==> config.mk <==
export PLATFORM = sky130hd
export DESIGN_NAME = recon_multiplier
export DESIGN_NICKNAME = d
export VERILOG_FILES = /design/src/rtl/div_pkg.sv /design/src/rtl/recon_multiplier_adder33.sv /design/src/rtl/recon_multiplier.sv
export SDC_FILE = /design/constraint.sdc
export NUM_CORES = 1
export LEC_CHECK = 0
export ABC_AREA = 0
export ABC_CLOCK_PERIOD_IN_PS = 5400
export CORE_AREA = 2 2 148 150
export DETAILED_ROUTE_END_ITERATION = 10
export DIE_AREA = 0 0 150 152
export PLACE_DENSITY = 0.82
export SLEW_MARGIN = 20
export SYNTH_ARGS = -nofsm -noshare
export SYNTH_HDL_FRONTEND = slang
export SYNTH_HIERARCHICAL = 1
export SYNTH_SLANG_ARGS = --single-unit
==> constraint.sdc <==
create_clock -name clk -period 5.4 [get_ports clk]
set_clock_uncertainty 0.15 [all_clocks]
set_input_delay 0.54 -clock clk [delete_from_list [all_inputs] [get_ports clk]]
set_output_delay 0.54 -clock clk [all_outputs]
set_load 0.03 [all_outputs]
==> src/rtl/div_pkg.sv <==
// Shared constants and FSM state type for the divider / reconstruction-multiplier pair.
package div_pkg;

    localparam int QW    = 40;
    localparam int DW    = 32;
    localparam int FRAC  = 8;
    localparam int PW    = QW + DW;
    localparam int CNT_W = $clog2(QW);

    typedef enum logic [1:0] {
        IDLE = 2'd0,
        RUN  = 2'd1,
        DONE = 2'd2
    } state_t;

endpackage

==> src/rtl/recon_multiplier_adder33.sv <==
// Unsigned W+W add with carry-out; the per-iteration adder of the shift-add multiplier.
module adder33 #(
    parameter int W = 32
) (
    input  logic [W-1:0] i_a,
    input  logic [W-1:0] i_b,
    output logic [W:0]   o_sum
);

    assign o_sum = {1'b0, i_a} + {1'b0, i_b};

endmodule

==> src/rtl/recon_multiplier.sv <==
// Sequential shift-add multiplier rebuilding the dividend from a Q32.8 quotient and divisor,
// one quotient bit per clock, LSB first.
module recon_multiplier
    import div_pkg::*;
#(
    parameter int QW   = div_pkg::QW,
    parameter int DW   = div_pkg::DW,
    parameter int FRAC = div_pkg::FRAC
) (
    input  logic                 clk,
    input  logic                 rst,
    input  logic                 start,
    input  logic [QW-1:0]        q,
    input  logic [DW-1:0]        ds,
    output logic                 busy,
    output logic                 done,
    output logic [QW+DW-1:0]     p,
    output logic [DW-1:0]        d_rec,
    output logic                 ovf
);

    localparam int PROD_W = QW + DW;
    localparam int CW     = $clog2(QW);

    state_t              r_state;
    logic [CW-1:0]       r_cnt;
    logic [DW-1:0]       r_hi;
    logic [QW-1:0]       r_mq;
    logic [DW-1:0]       r_ds;
    logic [PROD_W-1:0]   r_p;

    logic [DW-1:0]       w_addend;
    logic [DW:0]         w_sum;
    logic [PROD_W-1:0]   w_next;
    logic                w_last;

    assign w_addend = r_mq[0] ? r_ds : '0;

    adder33 #(.W(DW)) u_add (
        .i_a   (r_hi),
        .i_b   (w_addend),
        .o_sum (w_sum)
    );

    // Carry lands in the top bit of hi; the consumed multiplier bit shifts out of mq.
    assign w_next = {w_sum, r_mq[QW-1:1]};
    assign w_last = (r_cnt == CW'(QW - 1));

    always_ff @(posedge clk or posedge rst) begin
        if (rst) begin
            r_state <= IDLE;
            r_cnt   <= '0;
            r_hi    <= '0;
            r_mq    <= '0;
            r_ds    <= '0;
            r_p     <= '0;
        end else begin
            case (r_state)
                IDLE, DONE: begin
                    if (start) begin
                        r_mq    <= q;
                        r_ds    <= ds;
                        r_hi    <= '0;
                        r_cnt   <= '0;
                        r_state <= RUN;
                    end else begin
                        r_state <= IDLE;
                    end
                end
                RUN: begin
                    {r_hi, r_mq} <= w_next;
                    if (w_last) begin
                        r_p     <= w_next;
                        r_state <= DONE;
                    end else begin
                        r_cnt <= r_cnt + 1'b1;
                    end
                end
                default: r_state <= IDLE;
            endcase
        end
    end

    assign busy  = (r_state == RUN);
    assign done  = (r_state == DONE);
    assign p     = r_p;
    assign d_rec = r_p[QW-1:FRAC];
    assign ovf   = |r_p[PROD_W-1:QW];

endmodule

# Word level (Yosys, flattened, before mapping)

Index checks and enable logic that the tools add are counted.

Bits in registers: 184
Output and inout port bits: 107
Input bits: 75
Word-level logic and storage cells: 33

Add/subtract/negate cells: 2
Equal/unequal tests: 6
Reduce and logical (&&, ||, !) cells: 8
Mux-type cells: 11

Operators with widths:

| kind                  | count |
|---|---|
| $pmux W40 S2          | 1 |
| $mux W32              | 2 |
| $pmux W32 S2          | 1 |
| $mux W40              | 1 |
| $add A32 B32 Y33      | 1 |
| $reduce_or A32 Y1     | 1 |
| $mux W6               | 2 |
| $pmux W6 S2           | 1 |
| $add A6 B1 Y6 const B | 1 |
| $eq A6 B6 Y1 const B  | 1 |
| $reduce_and A2 Y1     | 3 |
| $ne A2 B2 Y1 const B  | 2 |
| $pmux W2 S2           | 1 |
| $reduce_and A3 Y1     | 1 |
| $eq A2 B1 Y1 const B  | 1 |
| $eq A2 B2 Y1 const B  | 1 |
| $logic_not A2 Y1      | 1 |
| $mux W2               | 1 |
| $ne A2 B1 Y1 const B  | 1 |
| $reduce_bool A2 Y1    | 1 |
| $reduce_or A2 Y1      | 1 |
| $mux W1               | 1 |

# Longest topological paths before layout

Word-level depth: 4
Mapped depth: 12
Depth with buffers taken out: 10

# Modules after synthesis

The synthesis kept the hierarchy.

Modules (own cells, without submodules):

| module           | seq. area each (µm²) | area an instance (µm²) | instances | cells an instance |
|---|---|---|---|---|
| recon_multiplier | 4604.4               | 8099.0                 | 1         | 650 |
| adder33          | 0.0                  | 1901.8                 | 1         | 274 |

# Worst setup path after synthesis

Ideal clock, no wire load.

Kind: register to register
From: register r_mq[0]
To: register r_p[68] (netlist: p[68])
Slack: 2.371 ns
Data arrival time: 2.754 ns
Stages on the path, launching flop included: 12
Data required time: 5.125 ns
Cell sequence: dfrtp_1 -> clkbuf_1 -> and2_1 -> ha_1 -> buf_6 -> a21o_1 -> or2_0 -> or3_1 -> o32ai_2 -> o41ai_1 -> xor2_1 -> mux2_4

Cells in the longest elaborated chain, start to end: 2

RTL lines:

| item                   | line                           | RTL |
|---|---|---|
| from (decl)            | recon_multiplier.sv:28         | `logic [QW-1:0] r_mq;` |
| from (signal assigned) | recon_multiplier.sv:61         | `r_mq <= q;` |
| from (signal assigned) | recon_multiplier.sv:71         | `{r_hi, r_mq} <= w_next;` |
| $mux W32               | recon_multiplier.sv:37         | `assign w_addend = r_mq[0] ? r_ds : '0;` |
| via w_addend[19]       | recon_multiplier.sv:32         | `logic [DW-1:0] w_addend;` |
| $add A32 B32 Y33       | recon_multiplier_adder33.sv:10 | `assign o_sum = {1'b0, i_a} + {1'b0, i_b};` |
| via w_sum[29]          | recon_multiplier.sv:33         | `logic [DW:0] w_sum;` |
| to (signal assigned)   | recon_multiplier.sv:73         | `r_p <= w_next;` |
| to (decl)              | recon_multiplier.sv:30         | `logic [PROD_W-1:0] r_p;` |

The timed path passes the listed nets, and every way through them passes these cells.
A chain may end at the register's enable or synchronous reset.

# Worst setup path after layout

From: register r_mq[0]
To: register r_p[66] (netlist: p[66])

Same word-level chain as after synthesis.

==> flow_metrics.env <==
export IMPL_run_status="completed"
export IMPL_grt_util_all_layers=0.2122
export IMPL_synth_flop_cell="dfrtp_1"
export IMPL_finalCritPeriodShare=0.7194
export IMPL_diodes=0
export IMPL_first_pass_iters=5
export IMPL_cts_max_level=4
export IMPL_numPortBuffers=181
export IMPL_combPwrFrac=0.452
export IMPL_yosys_warnings=6
export IMPL_fp_dieW_um=150
export IMPL_setup_viol=0
export IMPL_finalCriticalPeriod_ps=3885
export IMPL_slew_viol_final=0
export IMPL_routedWlPerCell_um=17.73
export IMPL_drc_errors=0
export IMPL_grt_antenna_before_repair=0
export IMPL_synth_top_area_share=0.4604
export IMPL_via_per_inst=5.490
export IMPL_drtAntennaViolNets=0
export IMPL_swShare=0.4129
export IMPL_core_area_mm2=0.02135
export IMPL_chipHeight_um=152
export IMPL_cts_resized=0
export IMPL_cp_required_ps=5560
export IMPL_hold_violations=0
export IMPL_ys_seq_area_frac=0.4604
export IMPL_synth_top_cell_by_area="dfrtp_1"
export IMPL_initial_core_util=0.4684
export IMPL_rsz0062_at_grt="no"
export IMPL_postCtsSetupBuffers=0
export IMPL_worst_skew_pair_late_latency_ps=430
export IMPL_syn_nets=1033
export IMPL_clock_sinks=184
export IMPL_io_pins=182
export IMPL_drtIter0Drc=422
export IMPL_slew_headroom=0.3017
export IMPL_dpl_hpwl_mm=16.40
export IMPL_clk_path_buf_depth=2
export IMPL_fin_setup_tns_ps=0
export IMPL_grt_start_max_net_pins=185
export IMPL_fmax_mhz=257.4
export IMPL_grt_pass1_wl_mm=38.60
export IMPL_dieArea_mm2=0.02280
export IMPL_vias=7367
export IMPL_root_buffer="clkbuf_16"
export IMPL_drive_gt1_frac=0.1205
export IMPL_power_leakage_nw=5.769
export IMPL_maxCapViolations=0
export IMPL_hold_path_class="reg2reg"
export IMPL_syn_cell_area_mm2=0.01000
export IMPL_synthArstFlopShare=1.000
export IMPL_cts_tree="done"
export IMPL_seq_power_share=0.356
export IMPL_overflow=0
export IMPL_power_switching_w=0.002659
export IMPL_gp_congestion=0.8823
export IMPL_ys_types=62
export IMPL_area_growth_pct=22.29
export IMPL_syn_avg_cell_area_um2=10.82
export IMPL_p_per_area_mw_per_mm2=526.5
export IMPL_nNetsFinal=1158
export IMPL_rows=54
export IMPL_synth_edf_count=0
export IMPL_cts_buffers=17
export IMPL_syn_inst=924
export IMPL_wirelength_mm=23.80
export IMPL_worst_pin_slew_ps=1047
export IMPL_path_max_fanout=33
export IMPL_synth_area_leaders="dfrtp_1 46%, mux2_4 10%, nand2_1 6.0%, mux2i_1 4.2%, ha_1 4.1%"
export IMPL_critPathCaptureType="register"
export IMPL_pwr_share_clk=0.192
export IMPL_ir_drop_v=0.0002824
export IMPL_hold_buffers=0
export IMPL_clk_pin_slew_ps=70
export IMPL_p_int_w=0.003781
export IMPL_p_total_w=0.006439
export IMPL_critical_path_arrival_ps=4050
export IMPL_worst_setup_path_start_kind="register"
export IMPL_grt_pass1_vias=7282
export IMPL_critPathKind="reg2reg"
export IMPL_synth_seq_cells=184
==> Yosys cell counts, types with 10 or more instances <==
cell type	instances
dfrtp_1	184
nand2_1	161
mux2_4	69
o21ai_0	56
mux2i_1	42
a21oi_1	38
buf_4	37
a22o_1	34
and2_1	34
ha_1	33
nor2_1	21
clkbuf_1	20
nand3_1	16
xnor2_1	16
a21o_1	13
xor2_1	13
inv_1	12
buf_2	10
nor4_1	10
==> cell families after synthesis <==
| group | Yosys count | share of synthesized area |
|---|---|---|
| compound gates | 191 | 0.1269 |
| xor+xnor | 29 | 0.02540 |
| fa+ha+maj | 34 | 0.04329 |
| buf+inv | 91 | 0.06268 |
| flops | 184 | 0.4604 |
| mux | 115 | 0.1501 |
| simple gates | 280 | 0.1312 |
==> critical path, stage by stage, from the launching register on <==
cell       delay (ps)
dfrtp_1          1020
and2_1            240
ha_1              300
a21oi_1           300
o22ai_1           160
nor4_1            360
a21oi_1           260
a2111oi_0         520
nor4bb_1          170
mux2_4            290
==> path summary, 6_finish.rpt <==
kind / startpoint / slack [ps] / to / cells past startpoint
worst min register to register: r_ds[9] / 330 / r_ds[9] / 2
worst max-delay path: r_mq[0] / 1520 / p[66] / 9
min in group asynchronous: rst / 500 / p[33] / 3
worst max register to register: r_mq[0] / 1520 / p[66] / 9
worst min-delay path: r_ds[9] / 330 / r_ds[9] / 2
max in group asynchronous: rst / 3770 / p[62] / 3
==> metal layers <==
layer  track usage  vias up  routed length (um)
li1              -     3474                   -
met1        0.2864     3615               10590
met2        0.3529      250               11620
met3       0.03544       28                1221
met4       0.05885        0                 362
met5             0        -                   0
==> sequential cells by signal (all words and copies together) (netlist names) <==
register	flops
r_mq	40
r_state	2
p	72
r_cnt	6
r_hi	32
r_ds	32
==> power by group through the flow <==
stage,Combinational (W),Sequential [W],Clock [W]
6_report,0.00291,0.00229,0.00124
5_1_grt,0.00317,0.00236,0.00132
3_3_place_gp,0.00284,0.00230,0
4_1_cts,0.00292,0.00230,0.00126
3_5_place_dp,0.00291,0.00231,0
2_1_floorplan,0.00189,0.00246,0
==> metrics by stage <==
step           std cells    util  cell area [um2]  setup slack, ps  hold WS, ps
5_1_grt             1342  0.5728            12230             1199        350.6
6_report            1342  0.5728            12230             1515        328.3
2_1_floorplan        924       -            10000             2345        287.4
3_5_place_dp        1310  0.5457            11650             1698        311.8
3_3_place_gp        1310  0.5457            11650             1838        300.6
4_1_cts             1342  0.5728            12230             1636        329.7
==> layout make-up <==
cell class              count  area [um2]
repair buffers            184        1847
inverters                  13       65.06
flip-flops and latches    184        4604
multi-input cells         649        4785
fillers                  1852        9120
clock buffers              18       429.2
well taps                 280       350.3
clock inverters            14       150.1
==> cell usage in the layout, fill, tap and decap left out, types with 6 or more instances in the layout <==
cell type / instances
nand3_1: 16
and3_1: 6
ha_1: 33
nor3_1: 6
nor2_1: 20
mux2_4: 69
nor4_1: 10
clkbuf_16: 17
mux2i_1: 42
a211oi_1: 8
a21o_1: 13
a22o_1: 34
inv_1: 11
dfrtp_1: 184
xor2_1: 13
clkdlybuf4s50_1: 181
xnor2_1: 16
o21ai_0: 56
and2_1: 34
a21oi_1: 38
inv_8: 6
nand2_1: 161
Power figures use the tool's default switching activity.
